==> config.mk <==
export PLATFORM = sky130hd
export DESIGN_NAME = load_store_multi
export DESIGN_NICKNAME = d
export VERILOG_FILES = /design/src/rtl/load_store_multi_pkg.sv /design/src/rtl/load_store_multi_chan.sv /design/src/rtl/load_store_multi.sv
export SDC_FILE = /design/constraint.sdc
export NUM_CORES = 1
export LEC_CHECK = 0
export BUFFER_PORTS_ARGS = -buffer_cell sky130_fd_sc_hd__buf_2
export CORE_ASPECT_RATIO = 0.7
export CORE_MARGIN = 8
export CORE_UTILIZATION = 35
export DETAILED_ROUTE_END_ITERATION = 7
export PLACE_DENSITY = 0.6
export SYNTH_ARGS = -nofsm -noshare
export SYNTH_HDL_FRONTEND = slang
export SYNTH_SLANG_ARGS = --single-unit
==> constraint.sdc <==
create_clock -name clk -period 3.4 [get_ports clk]
set_clock_uncertainty 0.15 [all_clocks]
set_input_delay 0.17 -clock clk [delete_from_list [all_inputs] [get_ports clk]]
set_output_delay 0.17 -clock clk [all_outputs]
set_load 0.01 [all_outputs]
==> src/rtl/load_store_multi_pkg.sv <==
// Shared types and configuration checks for the load_store_multi level oscillator.
// Optional IRQ logic is enabled by defining LOAD_STORE_IRQ_EN.
package load_store_pkg;

  typedef enum logic {DRAIN = 1'b0, FILL = 1'b1} dir_e;

  localparam int unsigned DEF_N     = 1250;
  localparam int unsigned DEF_STEP  = 1;
  localparam int unsigned DEF_CBITS = 11;

  // Legal configuration: N fits in CBITS, 1 <= STEP <= N, at least one channel.
  function automatic bit cfg_ok(int unsigned ch, int unsigned n, int unsigned step,
                                int unsigned cbits, int unsigned pbits);
    return (ch >= 1) && (n >= 1) && (step >= 1) && (step <= n) &&
           (cbits >= 1) && (cbits < 32) && ((n >> cbits) == 0) && (pbits >= 1);
  endfunction

endpackage

==> src/rtl/load_store_multi_chan.sv <==
// One fill/drain channel: volume ramp, direction, flags, saturating period count.
// With LOAD_STORE_IRQ_EN a sticky bit latches each rising edge of at_top.
module load_store_chan
  import load_store_pkg::*;
#(
  parameter int unsigned CBITS = DEF_CBITS,
  parameter int unsigned N     = DEF_N,
  parameter int unsigned STEP  = DEF_STEP,
  parameter int unsigned PBITS = 8
) (
  input  logic             clk_i,
  input  logic             rst_i,
  input  logic             en_i,
  output logic [CBITS-1:0] vol_o,
  output logic             dir_o,
  output logic             at_top_o,
  output logic             at_bot_o,
  output logic [PBITS-1:0] periods_o
`ifdef LOAD_STORE_IRQ_EN
  ,
  input  logic             irq_clr_i,
  output logic             sticky_o
`endif
);

  localparam logic [CBITS-1:0] N_V    = CBITS'(N);
  localparam logic [CBITS-1:0] STEP_V = CBITS'(STEP);

  logic [CBITS-1:0] vol_q, vol_d;
  dir_e             dir_q, dir_d;
  logic             at_top_q, at_top_d;
  logic             at_bot_q, at_bot_d;
  logic [PBITS-1:0] periods_q, periods_d;
  logic             first_q, first_d;
  logic [CBITS:0]   sum;

  always_comb begin
    vol_d     = vol_q;
    dir_d     = dir_q;
    periods_d = periods_q;
    first_d   = first_q;
    sum       = {1'b0, vol_q} + {1'b0, STEP_V};
    if (en_i) begin
      unique case (dir_q)
        FILL: begin
          if (vol_q >= N_V) dir_d = DRAIN;
          else if (sum > {1'b0, N_V}) vol_d = N_V;
          else vol_d = sum[CBITS-1:0];
        end
        DRAIN: begin
          if (vol_q == '0) begin
            dir_d   = FILL;
            first_d = 1'b1;
            // The very first bottom turn after reset does not close a period.
            if (first_q && (periods_q != '1)) periods_d = periods_q + 1'b1;
          end else if (vol_q < STEP_V) begin
            vol_d = '0;
          end else begin
            vol_d = vol_q - STEP_V;
          end
        end
        default: ;
      endcase
    end
    at_top_d = (vol_d == N_V);
    at_bot_d = (vol_d == '0);
  end

  always_ff @(posedge clk_i) begin
    if (rst_i) begin
      vol_q     <= '0;
      dir_q     <= DRAIN;
      at_top_q  <= 1'b0;
      at_bot_q  <= 1'b1;
      periods_q <= '0;
      first_q   <= 1'b0;
    end else begin
      vol_q     <= vol_d;
      dir_q     <= dir_d;
      at_top_q  <= at_top_d;
      at_bot_q  <= at_bot_d;
      periods_q <= periods_d;
      first_q   <= first_d;
    end
  end

`ifdef LOAD_STORE_IRQ_EN
  logic sticky_q, sticky_d;

  always_comb begin
    sticky_d = (at_top_d & ~at_top_q) | (sticky_q & ~irq_clr_i);
  end

  always_ff @(posedge clk_i) begin
    if (rst_i) sticky_q <= 1'b0;
    else       sticky_q <= sticky_d;
  end

  assign sticky_o = sticky_q;
`endif

  assign vol_o     = vol_q;
  assign dir_o     = dir_q;
  assign at_top_o  = at_top_q;
  assign at_bot_o  = at_bot_q;
  assign periods_o = periods_q;

endmodule

==> src/rtl/load_store_multi.sv <==
// Multi-channel fill/drain level oscillator: CH independent load_store_chan instances.
// Define LOAD_STORE_IRQ_EN to add irq/irq_clr and the per-channel sticky bits.
module load_store_multi
  import load_store_pkg::*;
#(
  parameter int unsigned CH    = 4,
  parameter int unsigned CBITS = DEF_CBITS,
  parameter int unsigned N     = DEF_N,
  parameter int unsigned STEP  = DEF_STEP,
  parameter int unsigned PBITS = 8
) (
  input  logic                clk,
  input  logic                rst,
  input  logic [CH-1:0]       en,
  output logic [CH*CBITS-1:0] vol,
  output logic [CH-1:0]       dir,
  output logic [CH-1:0]       at_top,
  output logic [CH-1:0]       at_bot,
  output logic [CH*PBITS-1:0] periods
`ifdef LOAD_STORE_IRQ_EN
  ,
  output logic                irq,
  input  logic [CH-1:0]       irq_clr
`endif
);

  if (!cfg_ok(CH, N, STEP, CBITS, PBITS)) begin : g_bad_cfg
    $error("load_store_multi: illegal CH/N/STEP/CBITS/PBITS combination");
  end

`ifdef LOAD_STORE_IRQ_EN
  logic [CH-1:0] sticky;
  logic          irq_q;
`endif

  for (genvar c = 0; c < CH; c++) begin : g_chan
    load_store_chan #(
      .CBITS(CBITS),
      .N    (N),
      .STEP (STEP),
      .PBITS(PBITS)
    ) u_chan (
      .clk_i    (clk),
      .rst_i    (rst),
      .en_i     (en[c]),
      .vol_o    (vol[c*CBITS +: CBITS]),
      .dir_o    (dir[c]),
      .at_top_o (at_top[c]),
      .at_bot_o (at_bot[c]),
      .periods_o(periods[c*PBITS +: PBITS])
`ifdef LOAD_STORE_IRQ_EN
      ,
      .irq_clr_i(irq_clr[c]),
      .sticky_o (sticky[c])
`endif
    );
  end

`ifdef LOAD_STORE_IRQ_EN
  always_ff @(posedge clk) begin
    if (rst) irq_q <= 1'b0;
    else     irq_q <= |sticky;
  end

  assign irq = irq_q;
`endif

endmodule

==> impl_metrics.ini <==
[run_status]
status = finished, final reports clean

[setup_path]
worst_path_dominant_cell_family = simple AND/OR/NAND/NOR gates
cp_num_cells = 11
crit_buf_inv = 2
path_class = flip-flop to flip-flop
endpoint = g_chan[0].u_chan.at_bot_o$_SDFF_PP1_
crit_arrival_ns = 3.32
critical_path.cell_chain = buf_4 -> inv_1 -> ha_2 -> or4b_2 -> nor2_2 -> o21ai_2 -> or4b_2 -> o311a_2 -> nand3_1 -> or4_4 -> o31ai_1
crit_fanout = 9
cpPeakStageDelay_ns = 0.69
slowest_stage = or4b_2
crit_top_cell = or4b_2
rr_startpoint = g_chan[0].u_chan.vol_o[0]$_SDFF_PP0_
endpoint_kind = flip-flop
crit_path_start = g_chan[0].u_chan.vol_o[0]$_SDFF_PP0_
rrSetupSlack_ns = 0.16
worstSetupStartpointType = flip-flop
cp.required_ns = 3.48
r2r-end = g_chan[0].u_chan.at_bot_o$_SDFF_PP1_
r2r_cells = 11

[clocking]
cts.htree.levels = 3
cts_buffers = 9
clock_latency_ns = 0.35
path_clk_slew_ns = 0.06
cts_num_sinks = 92
cts_tree = built
root_buffer = clkbuf_16
cts_buffer_depth = 2

[cells_and_area]
n_antenna_cell = 0
nNetsFinal = 1097
instances_no_fill = 1346
area_delta_synth_final_pct = 18.6
drive_gt1_share_pct = 21.5

[grt]
grt-ovfl-total = 0
antenna_found_initial = 0
grt_max_degree = 51
grt_pass1_wl_um = 37300
grt_usage_pct = 18.1
grt_pass1_vias = 6798

[logic_synthesis]
yosys_warnings = 0
ys_seq_elements = 92
syn_area_um2 = 7100
syn-num-nets = 1004
synth_top_area_share_pct = 25.9
synth_area_per_cell_um2 = 7.26
yosys.area.top_type = dfxtp_1
netlist_instances = 978
seq_area_frac_synth_pct = 25.9
synth_enable_flop_cells = 0
netlist_top_cells_area = dfxtp_1 (26%), nor2_1 (7.1%), nand2_1 (4.7%)
ys_async_sr_fraction_pct = 0
synth_flop_cell = dfxtp_1
ys_types = 83

[timing]
whs_ns = 0.134
hold_viol = 0
setup_viol = 0
fin_crit_ns = 3.24
slew_viol_final = 0
finalCritPeriodShare_pct = 95.3
tightest_slew_ns = 0.994
max_freq_ghz = 0.308
maxSlewHeadroom_pct = 33.8

[drt]
wl_per_cell_um = 17.4
wirelength_um = 23400
viasPerCell = 5.80
dr_total_vias = 7813
antenna_left = 0
drtIter0Drc = 805
dr.pass1.iters = 6
drc = 0

[placement]
placed_cells = 1329
gp_congestion = 0.945
port_buffers = 93
dp_hpwl_um = 17600

[floorplan]
core_area_um2 = 19900
die_h_um = 135
start_util_pct = 35.8
die_area_um2 = 25200
row_count = 43
num_io_pins = 94
die_x_um = 186

[flow_run]
cap_violations = 0

[pwr]
power.density_nw_per_um2 = 966
leakage_nw = 3.41
ir_drop_v = 0.000371
totalPowerFinal_mw = 8.13

[hold_path]
hp-class = primary input to flip-flop
## cells in the mapped netlist (all sizes together) (4+ instances only)
cell type,count
and4,11
o21a,8
o311a,4
or3,8
o22ai,7
nor4b,6
a41o,5
or4,6
a31o,5
o211ai,8
a211o,7
a41oi,4
o221ai,5
o31ai,11
nor3b,8
nor2,134
a211oi,10
nor4,13
nand2,88
nor3,42
nand2b,8
buf,33
o31a,6
inv,25
ha,20
a31oi,24
a21oi,36
mux2i,9
or4b,4
nor2b,19
o21ai,67
nand3,50
a21o,5
xnor2,18
nand4b,4
and3,16
xor2,23
and2,10
nand4,26
clkbuf,48
or2,7
dfxtp,92
## how the worst min path moves through the flow
| stage | from | cells past startpoint | slack (ns) | endpoint |
|---|---|---|---|---|
| detailed placement | g_chan[0].u_chan.first_q$_SDFFE_PP0P_ | 2 | 0.29 | g_chan[0].u_chan.first_q$_SDFFE_PP0P_ |
| global route | en[2] | 3 | 0.14 | g_chan[2].u_chan.dir_o$_SDFFE_PP0P_ |
| global placement | g_chan[0].u_chan.first_q$_SDFFE_PP0P_ | 2 | 0.29 | g_chan[0].u_chan.first_q$_SDFFE_PP0P_ |
| CTS | en[2] | 3 | 0.11 | g_chan[2].u_chan.dir_o$_SDFFE_PP0P_ |
| floorplan | g_chan[0].u_chan.first_q$_SDFFE_PP0P_ | 2 | 0.27 | g_chan[0].u_chan.first_q$_SDFFE_PP0P_ |
| finish | en[2] | 3 | 0.13 | g_chan[2].u_chan.dir_o$_SDFFE_PP0P_ |
## tightest hold or removal path: stages
cell and delay, ns:
buf_2 0.20, a21oi_1 0.16, a211oi_1 0.05
## final cells by class
class / instances / area [µm²]
Clock buffer: 11 / 243
Clock inverter: 5 / 37.5
Fill cell: 2071 / 11400
Inverter: 26 / 97.6
Multi-Input combinational cell: 779 / 4850
Sequential cell: 92 / 1850
Tap cell: 270 / 338
Timing Repair Buffer: 163 / 1000
## per-layer routing
| layer | track usage (%) | wire [µm] | vias up |
|---|---|---|---|
| met5 | 0 | 0 | - |
| met4 | 4.00 | 310 | 0 |
| met3 | 5.28 | 2620 | 23 |
| met2 | 23.7 | 9130 | 432 |
| met1 | 27.9 | 11400 | 3594 |
| li1 | - | - | 3764 |
## through the flow
stage | utilization (%) | worst slack, ns | setup TNS, ns | cell area, µm²
3_5_place_dp | 40.6 | 0.150 | 0 | 8050
4_1_cts | 42.0 | 0.114 | 0 | 8330
3_3_place_gp | 40.6 | 0.144 | 0 | 8050
6_report | 42.4 | 0.158 | 0 | 8420
2_1_floorplan | - | 0.326 | 0 | 7100
5_1_grt | 42.4 | -0.0136 | -0.0143 | 8420
## timing repair
action | in CTS | in global routing
setup endpoints to repair | 0 | 5
setup buffers | 0 | 1
gates resized for setup | 0 | 23
hold endpoints to repair | 0 | 0
hold buffers | 0 | 0
## power breakdown
group / switching (mW) / internal [mW] / leakage, nW
sequential: 0.489 / 1.34 / 0.751
clock: 0.430 / 0.517 / 0.132
combinational: 3.13 / 2.23 / 2.52
total: 4.05 / 4.09 / 3.41
## sequential cells by signal, indices dropped and copies added, names as in the netlist
signal and cells:
g_chan.u_chan.at_bot_o 4, g_chan.u_chan.at_top_o 4, g_chan.u_chan.dir_o 4, g_chan.u_chan.vol_o 44, g_chan.u_chan.periods_o 32, g_chan.u_chan.first_q 4
## cells in the final DEF, fill, tap and decap left out, types with 7 or more instances in the layout
cell type and n:
nor2_1 132, buf_2 93, nand2_1 88, dfxtp_1 86, buf_4 69, o21ai_0 63, nand3_1 47, nor3_1 40
a21oi_1 36, inv_1 25, nand4_1 25, a31oi_1 24, xor2_1 23, nor2b_1 19, xnor2_1 18, and3_1 16
ha_1 16, and4_1 11, nor4_1 11, o31ai_1 9, a211oi_1 9, mux2i_1 9, clkbuf_16 9, nand2b_1 8
o211ai_1 8, and2_1 8, or3_1 7, o22ai_1 7, a211o_1 7, o21a_1 7, or2_2 7, nor3b_1 7
## cells by family after synthesis
logic type | synth area share (%)
flip-flops | 25.9
XOR/XNOR | 5.06
adder cells (fa/ha/maj) | 3.53
AO/OA/AOI/OAI | 23.4
buffers and inverters | 6.70
multiplexers | 1.75
AND/OR/NAND/NOR | 33.7
(Power assumes the default switching activity.)
